`config.mk`:
```
export PLATFORM = sky130hd
export DESIGN_NAME = sap1_controller_flat
export DESIGN_NICKNAME = d
export VERILOG_FILES = /design/src/rtl/sap1_pkg.sv /design/src/rtl/sap1_controller_if.sv /design/src/rtl/sap1_ring_counter.sv /design/src/rtl/sap1_controller.sv /design/src/flat_wrapper.sv
export SDC_FILE = /design/constraint.sdc
export NUM_CORES = 1
export LEC_CHECK = 0
export ABC_CLOCK_PERIOD_IN_PS = 2700
export CAP_MARGIN = 40
export CORE_AREA = 2 2 42 44
export DETAILED_ROUTE_END_ITERATION = 8
export DIE_AREA = 0 0 44 46
export HOLD_SLACK_MARGIN = 0.1
export PLACE_DENSITY = 0.69
export SYNTH_ARGS = -nofsm -noshare
export SYNTH_HDL_FRONTEND = slang
export SYNTH_HIERARCHICAL = 1
export SYNTH_SLANG_ARGS = --single-unit
export TNS_END_PERCENT = 100
```
`constraint.sdc`:
```
create_clock -name CLK -period 2.7 [get_ports CLK]
set_input_delay 0.27 -clock CLK [delete_from_list [all_inputs] [get_ports CLK]]
set_output_delay 0.27 -clock CLK [all_outputs]
set_load 0.02 [all_outputs]
```
`src/rtl/sap1_pkg.sv`:
```
// Shared types and constants for the SAP-1 controller-sequencer.
// The optional single-step feature is enabled with the SAP1_SINGLE_STEP_EN macro.
package sap1_pkg;

    typedef logic [3:0] opcode_t;

    localparam opcode_t OP_LDA = 4'b0000;
    localparam opcode_t OP_ADD = 4'b0001;
    localparam opcode_t OP_SUB = 4'b0010;
    localparam opcode_t OP_OUT = 4'b1110;
    localparam opcode_t OP_HLT = 4'b1111;

    // Bit positions of each T state inside the one-hot ring.
    localparam int T1 = 0;
    localparam int T2 = 1;
    localparam int T3 = 2;
    localparam int T4 = 3;
    localparam int T5 = 4;
    localparam int T6 = 5;

    typedef struct packed {
        logic Cp;
        logic Ep;
        logic Lm;
        logic CE;
        logic Li;
        logic Ei;
        logic La;
        logic Ea;
        logic Su;
        logic Eu;
        logic Lb;
        logic Lo;
        logic HLT;
    } ctrl_word_t;

    typedef enum logic {
        RUN_S  = 1'b0,
        HALT_S = 1'b1
    } run_state_e;

endpackage

```
`src/rtl/sap1_controller_if.sv`:
```
// Control bus between the SAP-1 sequencer (master) and the datapath registers (slave).
// Also carries the opcode back from the IR and the current one-hot T state.
interface sap1_controller_if #(
    parameter int RING_LEN = 6,
    parameter int OPCODE_W = 4
);
    logic [OPCODE_W-1:0] opcode;
    logic                Cp;
    logic                Ep;
    logic                Lm;
    logic                CE;
    logic                Li;
    logic                Ei;
    logic                La;
    logic                Ea;
    logic                Su;
    logic                Eu;
    logic                Lb;
    logic                Lo;
    logic                HLT;
    logic [RING_LEN-1:0] t_state;

    modport master (
        input  opcode,
        output Cp, Ep, Lm, CE, Li, Ei, La, Ea, Su, Eu, Lb, Lo, HLT, t_state
    );

    modport slave (
        output opcode,
        input  Cp, Ep, Lm, CE, Li, Ei, La, Ea, Su, Eu, Lb, Lo, HLT, t_state
    );
endinterface

```
`src/rtl/sap1_ring_counter.sv`:
```
// One-hot T-state ring with synchronous clear, advance enable and recovery
// to T1 from any non-one-hot value.
module sap1_ring_counter #(
    parameter int RING_LEN = 6
) (
    input  logic                clk_i,
    input  logic                clr_i,
    input  logic                adv_i,
    output logic [RING_LEN-1:0] t_state_o
);

    logic [RING_LEN-1:0] t_state_q;
    logic [RING_LEN-1:0] t_state_d;
    logic                legal;

    assign legal = (t_state_q != '0) && ((t_state_q & (t_state_q - RING_LEN'(1))) == '0);

    always_comb begin
        t_state_d = t_state_q;
        if (!legal) begin
            t_state_d = RING_LEN'(1);
        end else if (adv_i) begin
            t_state_d = {t_state_q[RING_LEN-2:0], t_state_q[RING_LEN-1]};
        end
    end

    // NOTE: state registers use non-blocking assignments so every flop samples
    // pre-edge values; blocking here would create order-dependent simulation.
    always_ff @(posedge clk_i) begin
        if (clr_i) begin
            t_state_q <= RING_LEN'(1);
        end else begin
            t_state_q <= t_state_d;
        end
    end

    assign t_state_o = t_state_q;

endmodule

```
`src/rtl/sap1_controller.sv`:
```
// SAP-1 controller-sequencer: one-hot ring plus opcode decode driving the control bus.
// Define SAP1_SINGLE_STEP_EN to add a STEP input that gates ring advance and halt entry.
module sap1_controller
    import sap1_pkg::*;
#(
    parameter int RING_LEN = 6,
    parameter int OPCODE_W = 4
) (
    input  logic                     CLK,
    input  logic                     CLR,
`ifdef SAP1_SINGLE_STEP_EN
    input  logic                     STEP,
`endif
    sap1_controller_if.master        bus
);

    logic [RING_LEN-1:0] t_state_q;
    logic [5:0]          t_hit;
    logic                step_en;
    logic                hlt_op;
    logic                halt_entry;
    logic                ring_adv;
    run_state_e          run_q;
    ctrl_word_t          ctrl;

`ifdef SAP1_SINGLE_STEP_EN
    assign step_en = STEP;
`else
    assign step_en = 1'b1;
`endif

    // Exact-match decode so a corrupted (multi-hot) ring drives nothing.
    always_comb begin
        for (int k = 0; k < 6; k++) begin
            t_hit[k] = (t_state_q == (RING_LEN'(1) << k));
        end
    end

    assign hlt_op     = (bus.opcode == OP_HLT);
    assign halt_entry = step_en && (run_q == RUN_S) && t_hit[T4] && hlt_op;
    assign ring_adv   = step_en && (run_q == RUN_S) && !(t_hit[T4] && hlt_op);

    sap1_ring_counter #(
        .RING_LEN (RING_LEN)
    ) u_ring (
        .clk_i     (CLK),
        .clr_i     (CLR),
        .adv_i     (ring_adv),
        .t_state_o (t_state_q)
    );

    // Halted flag: only CLR leaves HALT_S.
    always_ff @(posedge CLK) begin
        if (CLR) begin
            run_q <= RUN_S;
        end else if (halt_entry) begin
            run_q <= HALT_S;
        end
    end

    // NOTE: every field gets a default before the case logic, otherwise an
    // unassigned path infers a latch.
    always_comb begin
        ctrl = '0;
        if (!CLR) begin
            if (run_q == HALT_S) begin
                ctrl.HLT = 1'b1;
            end else if (t_hit[T1]) begin
                ctrl.Ep = 1'b1;
                ctrl.Lm = 1'b1;
            end else if (t_hit[T2]) begin
                ctrl.Cp = 1'b1;
            end else if (t_hit[T3]) begin
                ctrl.CE = 1'b1;
                ctrl.Li = 1'b1;
            end else if (t_hit[T4]) begin
                unique case (bus.opcode)
                    OP_LDA, OP_ADD, OP_SUB: begin
                        ctrl.Ei = 1'b1;
                        ctrl.Lm = 1'b1;
                    end
                    OP_OUT: begin
                        ctrl.Ea = 1'b1;
                        ctrl.Lo = 1'b1;
                    end
                    OP_HLT:  ctrl.HLT = 1'b1;
                    default: ;
                endcase
            end else if (t_hit[T5]) begin
                unique case (bus.opcode)
                    OP_LDA: begin
                        ctrl.CE = 1'b1;
                        ctrl.La = 1'b1;
                    end
                    OP_ADD, OP_SUB: begin
                        ctrl.CE = 1'b1;
                        ctrl.Lb = 1'b1;
                        ctrl.Su = (bus.opcode == OP_SUB);
                    end
                    default: ;
                endcase
            end else if (t_hit[T6]) begin
                if (bus.opcode == OP_ADD || bus.opcode == OP_SUB) begin
                    ctrl.Eu = 1'b1;
                    ctrl.La = 1'b1;
                    ctrl.Su = (bus.opcode == OP_SUB);
                end
            end
        end
    end

    assign bus.Cp      = ctrl.Cp;
    assign bus.Ep      = ctrl.Ep;
    assign bus.Lm      = ctrl.Lm;
    assign bus.CE      = ctrl.CE;
    assign bus.Li      = ctrl.Li;
    assign bus.Ei      = ctrl.Ei;
    assign bus.La      = ctrl.La;
    assign bus.Ea      = ctrl.Ea;
    assign bus.Su      = ctrl.Su;
    assign bus.Eu      = ctrl.Eu;
    assign bus.Lb      = ctrl.Lb;
    assign bus.Lo      = ctrl.Lo;
    assign bus.HLT     = ctrl.HLT;
    assign bus.t_state = t_state_q;

endmodule

```
`src/flat_wrapper.sv`:
```
// flat-port wrapper written by rule: the top's interface ports become plain ports
module sap1_controller_flat import sap1_pkg::*;
#(
    parameter int RING_LEN = 6,
    parameter int OPCODE_W = 4
)
  (CLK, CLR, bus_opcode, bus_Cp, bus_Ep, bus_Lm, bus_CE, bus_Li, bus_Ei, bus_La, bus_Ea, bus_Su, bus_Eu, bus_Lb, bus_Lo, bus_HLT, bus_t_state);
  sap1_controller_if #(.RING_LEN(RING_LEN), .OPCODE_W(OPCODE_W)) bus_i ();
  input  logic CLK;
  input  logic CLR;
  input wire logic [$bits(bus_i.opcode)-1:0] bus_opcode;
  output wire logic [$bits(bus_i.Cp)-1:0] bus_Cp;
  output wire logic [$bits(bus_i.Ep)-1:0] bus_Ep;
  output wire logic [$bits(bus_i.Lm)-1:0] bus_Lm;
  output wire logic [$bits(bus_i.CE)-1:0] bus_CE;
  output wire logic [$bits(bus_i.Li)-1:0] bus_Li;
  output wire logic [$bits(bus_i.Ei)-1:0] bus_Ei;
  output wire logic [$bits(bus_i.La)-1:0] bus_La;
  output wire logic [$bits(bus_i.Ea)-1:0] bus_Ea;
  output wire logic [$bits(bus_i.Su)-1:0] bus_Su;
  output wire logic [$bits(bus_i.Eu)-1:0] bus_Eu;
  output wire logic [$bits(bus_i.Lb)-1:0] bus_Lb;
  output wire logic [$bits(bus_i.Lo)-1:0] bus_Lo;
  output wire logic [$bits(bus_i.HLT)-1:0] bus_HLT;
  output wire logic [$bits(bus_i.t_state)-1:0] bus_t_state;
  assign bus_i.opcode = bus_opcode;
  assign bus_Cp = bus_i.Cp;
  assign bus_Ep = bus_i.Ep;
  assign bus_Lm = bus_i.Lm;
  assign bus_CE = bus_i.CE;
  assign bus_Li = bus_i.Li;
  assign bus_Ei = bus_i.Ei;
  assign bus_La = bus_i.La;
  assign bus_Ea = bus_i.Ea;
  assign bus_Su = bus_i.Su;
  assign bus_Eu = bus_i.Eu;
  assign bus_Lb = bus_i.Lb;
  assign bus_Lo = bus_i.Lo;
  assign bus_HLT = bus_i.HLT;
  assign bus_t_state = bus_i.t_state;
  sap1_controller #(.RING_LEN(RING_LEN), .OPCODE_W(OPCODE_W)) u_core (.CLK(CLK), .CLR(CLR), .bus(bus_i));
endmodule
```
# Word level (Yosys, flattened, before mapping)
# Cells that the tools add are included.
totals:
  register_bits: 7
  in_bits: 6
  out_inout_bits: 19
  wordCells: 63
classes:
  n_addsub: 1
  n_eq_ne: 10
  mux: 34
  bitwise: 3
  n_reduce_logical: 13
op_table:
  columns: ["operator", "n"]
  rows:
  - ["$mux 1", 25]
  - ["$mux 13", 1]
  - ["$mux 12", 1]
  - ["$mux 11", 1]
  - ["$mux 10", 1]
  - ["$eq 4x4->1 const B", 2]
  - ["$mux 8", 1]
  - ["$and 6x6->6", 1]
  - ["$eq 6x1->1 const B", 1]
  - ["$eq 6x2->1 const B", 1]
  - ["$eq 6x3->1 const B", 1]
  - ["$eq 6x4->1 const B", 1]
  - ["$eq 6x5->1 const B", 1]
  - ["$eq 6x6->1 const B", 1]
  - ["$logic_not 6->1", 1]
  - ["$mux 2", 3]
  - ["$reduce_bool 6->1", 1]
  - ["$sub 6x1->6 const B", 1]
  - ["$logic_and 1x1->1", 5]
  - ["$eq 4x1->1 const B", 1]
  - ["$eq 4x2->1 const B", 1]
  - ["$logic_not 4->1", 1]
  - ["$reduce_or 2->1", 2]
  - ["$mux 3", 1]
  - ["4 further kinds", 5]

# Logic depth before layout (Yosys ltp)
# Gate-level depths: netlist of run 1.
depth:
  word_depth: 11
  mapped_depth: 6
  ltp_nobuf: 5

# Modules after synthesis
# The synthesis of run 1 kept the hierarchy.
modules_own_cells:
  columns: ["mod", "n_inst", "cells_per_inst", "area_each_um2", "seq_area_each_um2"]
  rows:
  - ["sap1_ring_counter", 1, 30, 294.0, 120.1]
  - ["sap1_controller", 1, 42, 290.3, 20.0]

# Worst setup path before layout of run 1
# OpenSTA, ideal clock, no wires.
synth_timing:
  path_kind: "reg2out"
  from: "register u_core.u_ring.t_state_q[0], in the netlist u_core/u_ring/t_state_o[0]"
  to: "output bus_Lo"
  arrival_ns: 2.129
  required_time_ns: 2.430
  slack_ns: 0.301
  path_stages_with_launch: 5
  n_path_buf: 1
  cell_sequence: "dfxtp_1 > nor4_1 > nand2_1 > nor4b_1 > buf_4"
synth_between:
  elab_chain_cells: 7
  word_cells_on_any_way: 10
  cone_classes: "eq/ne: 4; mux: 6"
synth_rtl:
  columns: ["item", "line", "text"]
  rows:
  - ["start, declared", "sap1_ring_counter.sv:12", "logic [RING_LEN-1:0] t_state_q;"]
  - ["start signal, assigned", "sap1_ring_counter.sv:33", "t_state_q <= t_state_d;"]
  - ["$eq 6x4->1", "sap1_controller.sv:35", "t_hit[k] = (t_state_q == (RING_LEN'(1) << k));"]
  - ["$mux 2", "sap1_controller.sv:76", "end else if (t_hit[T4]) begin"]
  - ["$mux 8", "sap1_controller.sv:73", "end else if (t_hit[T3]) begin"]
  - ["$mux 11", "sap1_controller.sv:71", "end else if (t_hit[T2]) begin"]
  - ["$mux 10 (*)", "sap1_controller.sv:68", "end else if (t_hit[T1]) begin"]
  - ["$mux 12 (*)", "sap1_controller.sv:66", "if (run_q == HALT_S) begin"]
  - ["$mux 13 (*)", "sap1_controller.sv:65", "if (!CLR) begin"]
  - ["end, declared", "flat_wrapper.sv:23", "output wire logic [$bits(bus_i.Lo)-1:0] bus_Lo;"]
# Every way passes the cells marked *; elsewhere a longest branch is shown, timed or not.

# Final worst setup path of run 1
layout_timing:
  from: "input CLR"
  to: "output bus_Lb"
layout_between:
  elab_chain_cells: 1
layout_rtl:
  columns: ["item", "line", "text"]
  rows:
  - ["start, declared", "flat_wrapper.sv:10", "input logic CLR;"]
  - ["$mux 13", "sap1_controller.sv:65", null]
  - ["end, declared", "flat_wrapper.sv:22", "output wire logic [$bits(bus_i.Lb)-1:0] bus_Lb;"]
# Every way passes these cells.

==> flow_summary_export.csv, run 1 <==
group,metric,value,unit
critical_path,cp_max_fo,9,
placement,dp_hpwl,1190,um
timing,hold_viol,0,
grt,use_met2,30.0,%
placement,dpl_cell_area,861,um^2
power,p_total,667,uW
clock_network,clock_tree.buffer_depth,2,
power,powerDensity,737,nW/um^2
final_layout,nNetsFinal,109,
synth,syn-num-nets,78,
floorplanning,num_rows,15,
clock_network,holdBufCountCts,0,
grt,antenna_found_initial,0,
route,drt_iter0_drc,10,
grt,use_met3,2.38,%
power,max-vdd-ir-drop,544,uV
grt,grt_pass1_vias,624,
run_status,status,"finished, final reports clean",
floorplanning,core_area,1610,um^2
final_layout,final_util,56.1,%
critical_path,worst_path_largest_cell_delay,660,ps
critical_path,r2r_start,"u_core/u_ring/t_state_o[2]",
synth,netlist_instances,72,
timing,tightest_slew,503,ps
synth,yosysWarnings,6,
critical_path,ff2ff_path_depth,6,
grt,grt_overflow,0,
timing,max_freq,395,MHz
critical_path,startpoint_type,"primary input",
route,dr.pass1.iters,4,
grt,grt_pass1_wl,2720,um
grt,busiest_layer,"met2",
critical_path,critPathCapture,"bus_Lb",
grt,grt_start_max_net_pins,12,
floorplanning,die_x,44,um
final_layout,fillCellCount,160,
route,viasPerCell,5.61,
placement,numPortBuffers,24,
final_layout,syn2layout_area_growth,55.0,%
synth,yosys-top-cells-area,"dfxtp_1 (24%), mux2_2 (5.8%), mux2i_1 (5.1%)",
final_layout,final_cell_count_no_fill,119,
final_layout,layout_commonest_cell,"clkdlybuf4s50_1",
grt,use_met1,23.1,%
synth,yosysSeqAreaShare,24.0,%
critical_path,worst-setup-path-type,"primary input to output pin",
synth,netlist_area,584,um^2
timing,post-route-period-util,93.7,%
synth,synth_top_area_share,24.0,%
critical_path,slowest_stage,"clkdlybuf4s50_1",
grt,track_usage,17.8,%
power,p_leak,0.419,nW
run,maxCapViolations,0,
critical_path,startpoint,"CLR",
final_layout,layout_common_cells,"clkdlybuf4s50_1 (19), nor2_1 (8), dfxtp_1 (7)",
timing,fin_worst_skew,0.277,ps
critical_path,cp.depth,5,
power,p_comb_share,60.8,%
synth,synth_area_leader_cell,"dfxtp_1",
floorplanning,die_height,46,um
route,vias,668,
critical_path,r2r-end,"u_core/u_ring/t_state_o[0]",
power,p_int,381,uW
floorplanning,start_util,36.2,%
clock_network,clock_latency,240,ps
critical_path,critPathTopFamily,"buffers and inverters",
placement,dpl.cell_count,115,
clock_network,cts_tree,"yes",
clock_network,cts.sinks,7,
floorplanning,pin_count,25,
critical_path,cp.arrival,2260,ps
timing,setup_violations,0,
clock_network,cts_max_level,1,
power,p_sw,287,uW
final_layout,antenna_cells,0,
critical_path,crit_buf_inv,2,
clock_network,cts.reportedPaths.clkPinSlew,50,ps
final_layout,drive_above_1_share,16.7,%
clock_network,postCtsSetupBuffers,0,
placement,pre_cts_ws,175,ps
timing,finalWorstSetupSlack,170,ps
clock_network,cts_root_buf,"clkbuf_4",
route,ant_nets,0,
critical_path,worstSetupEndpointType,"output pin",
synth,syn_area_per_cell,8.12,um^2
route,drt-total-wl,1610,um
critical_path,cp_cell_sequence,"clkdlybuf4s50_1 -> or2_2 -> o21bai_1 -> nor4b_1 -> clkdlybuf4s50_1",
floorplanning,dieArea,2020,um^2
power,pwr-share-seq,25.3,%
timing,rsz0062_at_grt,"no",
timing,timing.hold.ws,666,ps
synth,yosysUniqueCellTypes,32,
critical_path,worstPathRequired,2430,ps
critical_path,ff2ff_setup_slack,710,ps
critical_path,critical_path.most_common_cell,"clkdlybuf4s50_1",
power,p_sw_share,43.0,%
timing,slew_violations,0,
clock_network,cts_buffers,3,
timing,maxSlewHeadroom,65.5,%
final_layout,final_cell_area,906,um^2
timing,finalSetupTns,0,ps
timing,period_needed,2530,ps
power,p_clk_share,14.0,%
route,post_drt_wl_per_cell,13.6,um
synth,synth.ff_latch_count,7,
worst_hold_path,hold_class,"flip-flop to flip-flop",
route,drcViolationCount,0,
placement,gp_congestion,0.831,
## area by class of cell
class	instances	area [um^2]	area share (%)
inverters	1	3.75	0.414
well taps	17	21.3	2.35
multi-input cells	61	424	46.8
repair buffers	29	290	32.0
clock buffers	4	26.3	2.90
flip-flops and latches	7	140	15.5
## registers in the layout (all words and copies together) (netlist names)
register / count
u_core/run_q: 1
u_core/u_ring/t_state_o: 6
## cells by family (layout without fill, tap and decap cells)
group / after synthesis / in the layout / synth area share [%]
AO/OA/AOI/OAI: 13 / 13 / 14.6
flip-flops: 7 / 7 / 24.0
AND/OR/NAND/NOR: 38 / 38 / 40.0
buffers and inverters: 4 / 34 / 4.50
XOR/XNOR: 4 / 4 / 6.00
multiplexers: 6 / 6 / 10.9
## how the worst min path moves through the flow
stage	startpoint	endpoint	slack (ps)	cells past startpoint
finish	u_core/run_q	u_core/run_q	670	3
global route	u_core/run_q	u_core/run_q	750	3
CTS	u_core/run_q	u_core/run_q	670	3
detailed placement	u_core/run_q	u_core/run_q	650	3
global placement	u_core/run_q	u_core/run_q	640	3
floorplan	CLR	u_core/run_q	340	1
## cell usage after synthesis
cell and count:
nor2_1 8, dfxtp_1 7, nor3_1 6, a211oi_1 4, nand2_1 4, o21ai_0 4, mux2_2 3, mux2i_1 3
nor4_1 3, nor4b_1 3, xor2_1 3, a21oi_1 2, nand2b_1 2, nand3b_1 2, a41oi_1 1, and2b_2 1
and4b_1 1, buf_4 1, buf_6 1, clkbuf_1 1, inv_1 1, nand3_1 1, nand4_1 1, nand4b_1 1
nor4_2 1, o21bai_1 1, o221ai_1 1, or2_2 1, or3_1 1, or3b_4 1, or4_4 1, xnor2_1 1
## per-layer routing
layer	wire length (um)	part of all wire, %	up-vias
met5	0	0	-
met4	5	0.31	0
met3	100	6.2	2
met2	768	48	27
met1	740	46	306
li1	-	-	333
## worst min-delay path: stages, from the launching register on
cell and delay, ps:
dfxtp_1 330, a41oi_1 60, buf_4 170, nor2_1 80
## power by group through the flow
stage / Combinational (mW) / Clock (mW) / Sequential, mW
6_report: 0.406 / 0.0932 / 0.169
5_1_grt: 0.446 / 0.105 / 0.176
4_1_cts: 0.407 / 0.0976 / 0.168
3_5_place_dp: 0.404 / 0 / 0.170
3_3_place_gp: 0.400 / 0 / 0.169
2_1_floorplan: 0.217 / 0 / 0.203
## what timing repair did
action                     in CTS  in global routing
resized for setup               0                  6
setup endpoints to repair       0                  6
hold endpoints to repair        0                  0
Power figures use the tool's default switching activity.
==> inputs of run 2 (changes only) <==
--- a/config.mk
+++ b/config.mk
@@ -5,7 +5,6 @@
 export SDC_FILE = /design/constraint.sdc
 export NUM_CORES = 1
 export LEC_CHECK = 0
-export ABC_CLOCK_PERIOD_IN_PS = 2700
 export CAP_MARGIN = 40
 export CORE_AREA = 2 2 42 44
 export DETAILED_ROUTE_END_ITERATION = 8
==> results of run 2 <==
The final DEF is identical to that of run 1; final timing and power are the same.
==> inputs of run 3 (changes only) <==
--- a/config.mk
+++ b/config.mk
@@ -6,11 +6,12 @@
 export NUM_CORES = 1
 export LEC_CHECK = 0
 export CAP_MARGIN = 40
-export CORE_AREA = 2 2 42 44
+export CORE_AREA = 2 2 44 46
 export DETAILED_ROUTE_END_ITERATION = 8
-export DIE_AREA = 0 0 44 46
+export DIE_AREA = 0 0 46 48
 export HOLD_SLACK_MARGIN = 0.1
-export PLACE_DENSITY = 0.69
+export PLACE_DENSITY = 0.66
+export SLEW_MARGIN = 20
 export SYNTH_ARGS = -nofsm -noshare
 export SYNTH_HDL_FRONTEND = slang
 export SYNTH_HIERARCHICAL = 1
==> constraint.sdc (replaced) <==
create_clock -name CLK -period 2.15 [get_ports CLK]
set_input_delay 0.215 -clock CLK [delete_from_list [all_inputs] [get_ports CLK]]
set_output_delay 0.215 -clock CLK [all_outputs]
set_load 0.02 [all_outputs]
==> run 3 against run 2 <==
Core utilization is 0.69 points higher. Wire length is 13% higher. Power is 37% higher. Critical path depth is 1 higher. Clock power is 26% higher. Count of clock-buffer cells in the layout stayed put. Critical endpoint is now bus_Li. Largest cell class unchanged.
==> flow_summary_export.csv, run 3 (same netlist as run 1, synthesis figures left out) <==
group,metric,value,unit
final_layout,nNetsFinal,121,
clock_network,cts.sinks,7,
final_layout,layout_commonest_cell,"buf_4",
final_layout,layout_common_cells,"buf_4 (17), clkdlybuf4s50_1 (11), nor2_1 (8)",
critical_path,critPathTopFamily,"simple AND/OR/NAND/NOR gates",
timing,hold_viol,0,
placement,dp_hpwl,1380,um
floorplanning,start_util,34.6,%
clock_network,cts_max_level,1,
grt,grt_start_max_net_pins,10,
final_layout,antenna_cells,0,
power,p_total,913,uW
critical_path,worstSetupEndpointType,"output pin",
critical_path,cp_cell_sequence,"or4_4 -> buf_4 -> o21bai_2 -> buf_4 -> nor2_1 -> clkdlybuf4s15_1",
route,drt-total-wl,1820,um
final_layout,drive_above_1_share,34.2,%
clock_network,clock_latency,250,ps
route,post_drt_wl_per_cell,13.9,um
grt,grt_pass1_wl,2770,um
route,ant_nets,0,
placement,dpl.cell_count,127,
critical_path,worst-setup-path-type,"flip-flop to output pin",
timing,fin_worst_skew,0.101,ps
route,viasPerCell,5.58,
clock_network,cts_buffers,3,
final_layout,largest_reg_flops,6,
final_layout,final_cell_area,960,um^2
critical_path,cp.arrival,1840,ps
timing,max_freq,486,MHz
critical_path,critical_path.most_common_cell,"buf_4",
power,max-vdd-ir-drop,704,uV
route,drt_iter0_drc,16,
floorplanning,die_x,46,um
grt,grt_pass1_vias,684,
grt,track_usage,17.5,%
floorplanning,die_height,48,um
run,maxCapViolations,0,
critical_path,cp_max_fo,2,
clock_network,cts.reportedPaths.clkPinSlew,50,ps
timing,tightest_slew,492,ps
timing,period_needed,2060,ps
power,p_leak,0.432,nW
clock_network,postCtsSetupBuffers,0,
route,dr.pass1.iters,4,
floorplanning,num_rows,15,
power,powerDensity,951,nW/um^2
placement,gp_congestion,0.827,
final_layout,syn2layout_area_growth,64.2,%
grt,grt_overflow,0,
floorplanning,core_area,1690,um^2
placement,dpl_cell_area,957,um^2
critical_path,ff2ff_setup_slack,190,ps
floorplanning,dieArea,2210,um^2
worst_hold_path,hold_class,"flip-flop to flip-flop",
clock_network,cts_root_buf,"clkbuf_4",
final_layout,final_cell_count_no_fill,131,
timing,finalWorstSetupSlack,90.8,ps
route,drcViolationCount,0,
route,vias,731,
timing,slew_violations,0,
final_layout,final_util,56.8,%
critical_path,startpoint_type,"flip-flop",
timing,post-route-period-util,95.8,%
critical_path,worstPathRequired,1930,ps
placement,numPortBuffers,24,
timing,setup_violations,0,
run_status,status,"finished, final reports clean",
critical_path,slowest_stage,"or4_4",
clock_network,clock_tree.buffer_depth,2,
critical_path,crit_buf_inv,3,
timing,maxSlewHeadroom,66.3,%
floorplanning,pin_count,25,
clock_network,cts_tree,"yes",
placement,pre_cts_ws,-184,ps
critical_path,worst_path_largest_cell_delay,540,ps
grt,antenna_found_initial,0,
-- run 3: changes by cell type in the layout (fill, tap and decap cells not counted), sizes merged --
cell           previous run  this run
clkdlybuf4s50            19        11
dlygate4sd2               0         5
dlymetal6s2s              5         0
buf                       5        21
clkdlybuf4s15             0         1
clkbuf                    4         7
-- run 3: tightest hold or removal path, delay by kind of cell (launching register included) --
family / cells / cell delay, ps
AO/OA/AOI/OAI: 1 / 50
buffers and inverters: 1 / 170
flip-flops: 1 / 340
AND/OR/NAND/NOR: 1 / 80
-- run 3: what timing repair did --
item	CTS	global route
pin swaps	1	0
hold buffers	0	0
setup endpoints to repair	13	7
resized for setup	28	11
-- run 3: per-stage QoR --
stage	hold WS, ps	setup TNS (ps)
finish	683	0
global route	692	-10.5
CTS	687	0
detailed placement	673	-933
global placement	648	-752
floorplan	287	0
-- run 3: per-layer routing --
| layer | part of all wire [%] | GRT usage (%) | vias to the layer above | wire length [um] |
|---|---|---|---|---|
| li1 | - | - | 364 | - |
| met1 | 42 | 17.7 | 342 | 765 |
| met2 | 53 | 33.1 | 23 | 961 |
| met3 | 4.6 | 3.40 | 2 | 84 |
| met4 | 0.33 | 10.3 | 0 | 6 |
| met5 | 0 | 0 | - | 0 |
-- run 3: path summary, 6_finish.rpt --
path	depth (start not counted)	start	endpoint
worst min register to register	3	u_core/run_q	u_core/run_q
worst max register to register	8	u_core/u_ring/t_state_o[2]	u_core/u_ring/t_state_o[0]
worst min-delay path	3	u_core/run_q	u_core/run_q
worst max-delay path	6	u_core/u_ring/t_state_o[5]	bus_Li
-- run 3: final cells by class --
cell class,count,area (um^2)
clock buffers,4,26.3
fillers,166,729
inverters,1,3.75
multi-input cells,61,442
flip-flops and latches,7,140
well taps,17,21.3
repair buffers,41,327
-- run 3: power by group --
group	leakage [nW]	total, mW	internal [mW]	switching, mW
clock	0.0150	0.117	0.0707	0.0465
combinational	0.360	0.599	0.298	0.301
sequential	0.0571	0.197	0.158	0.0387
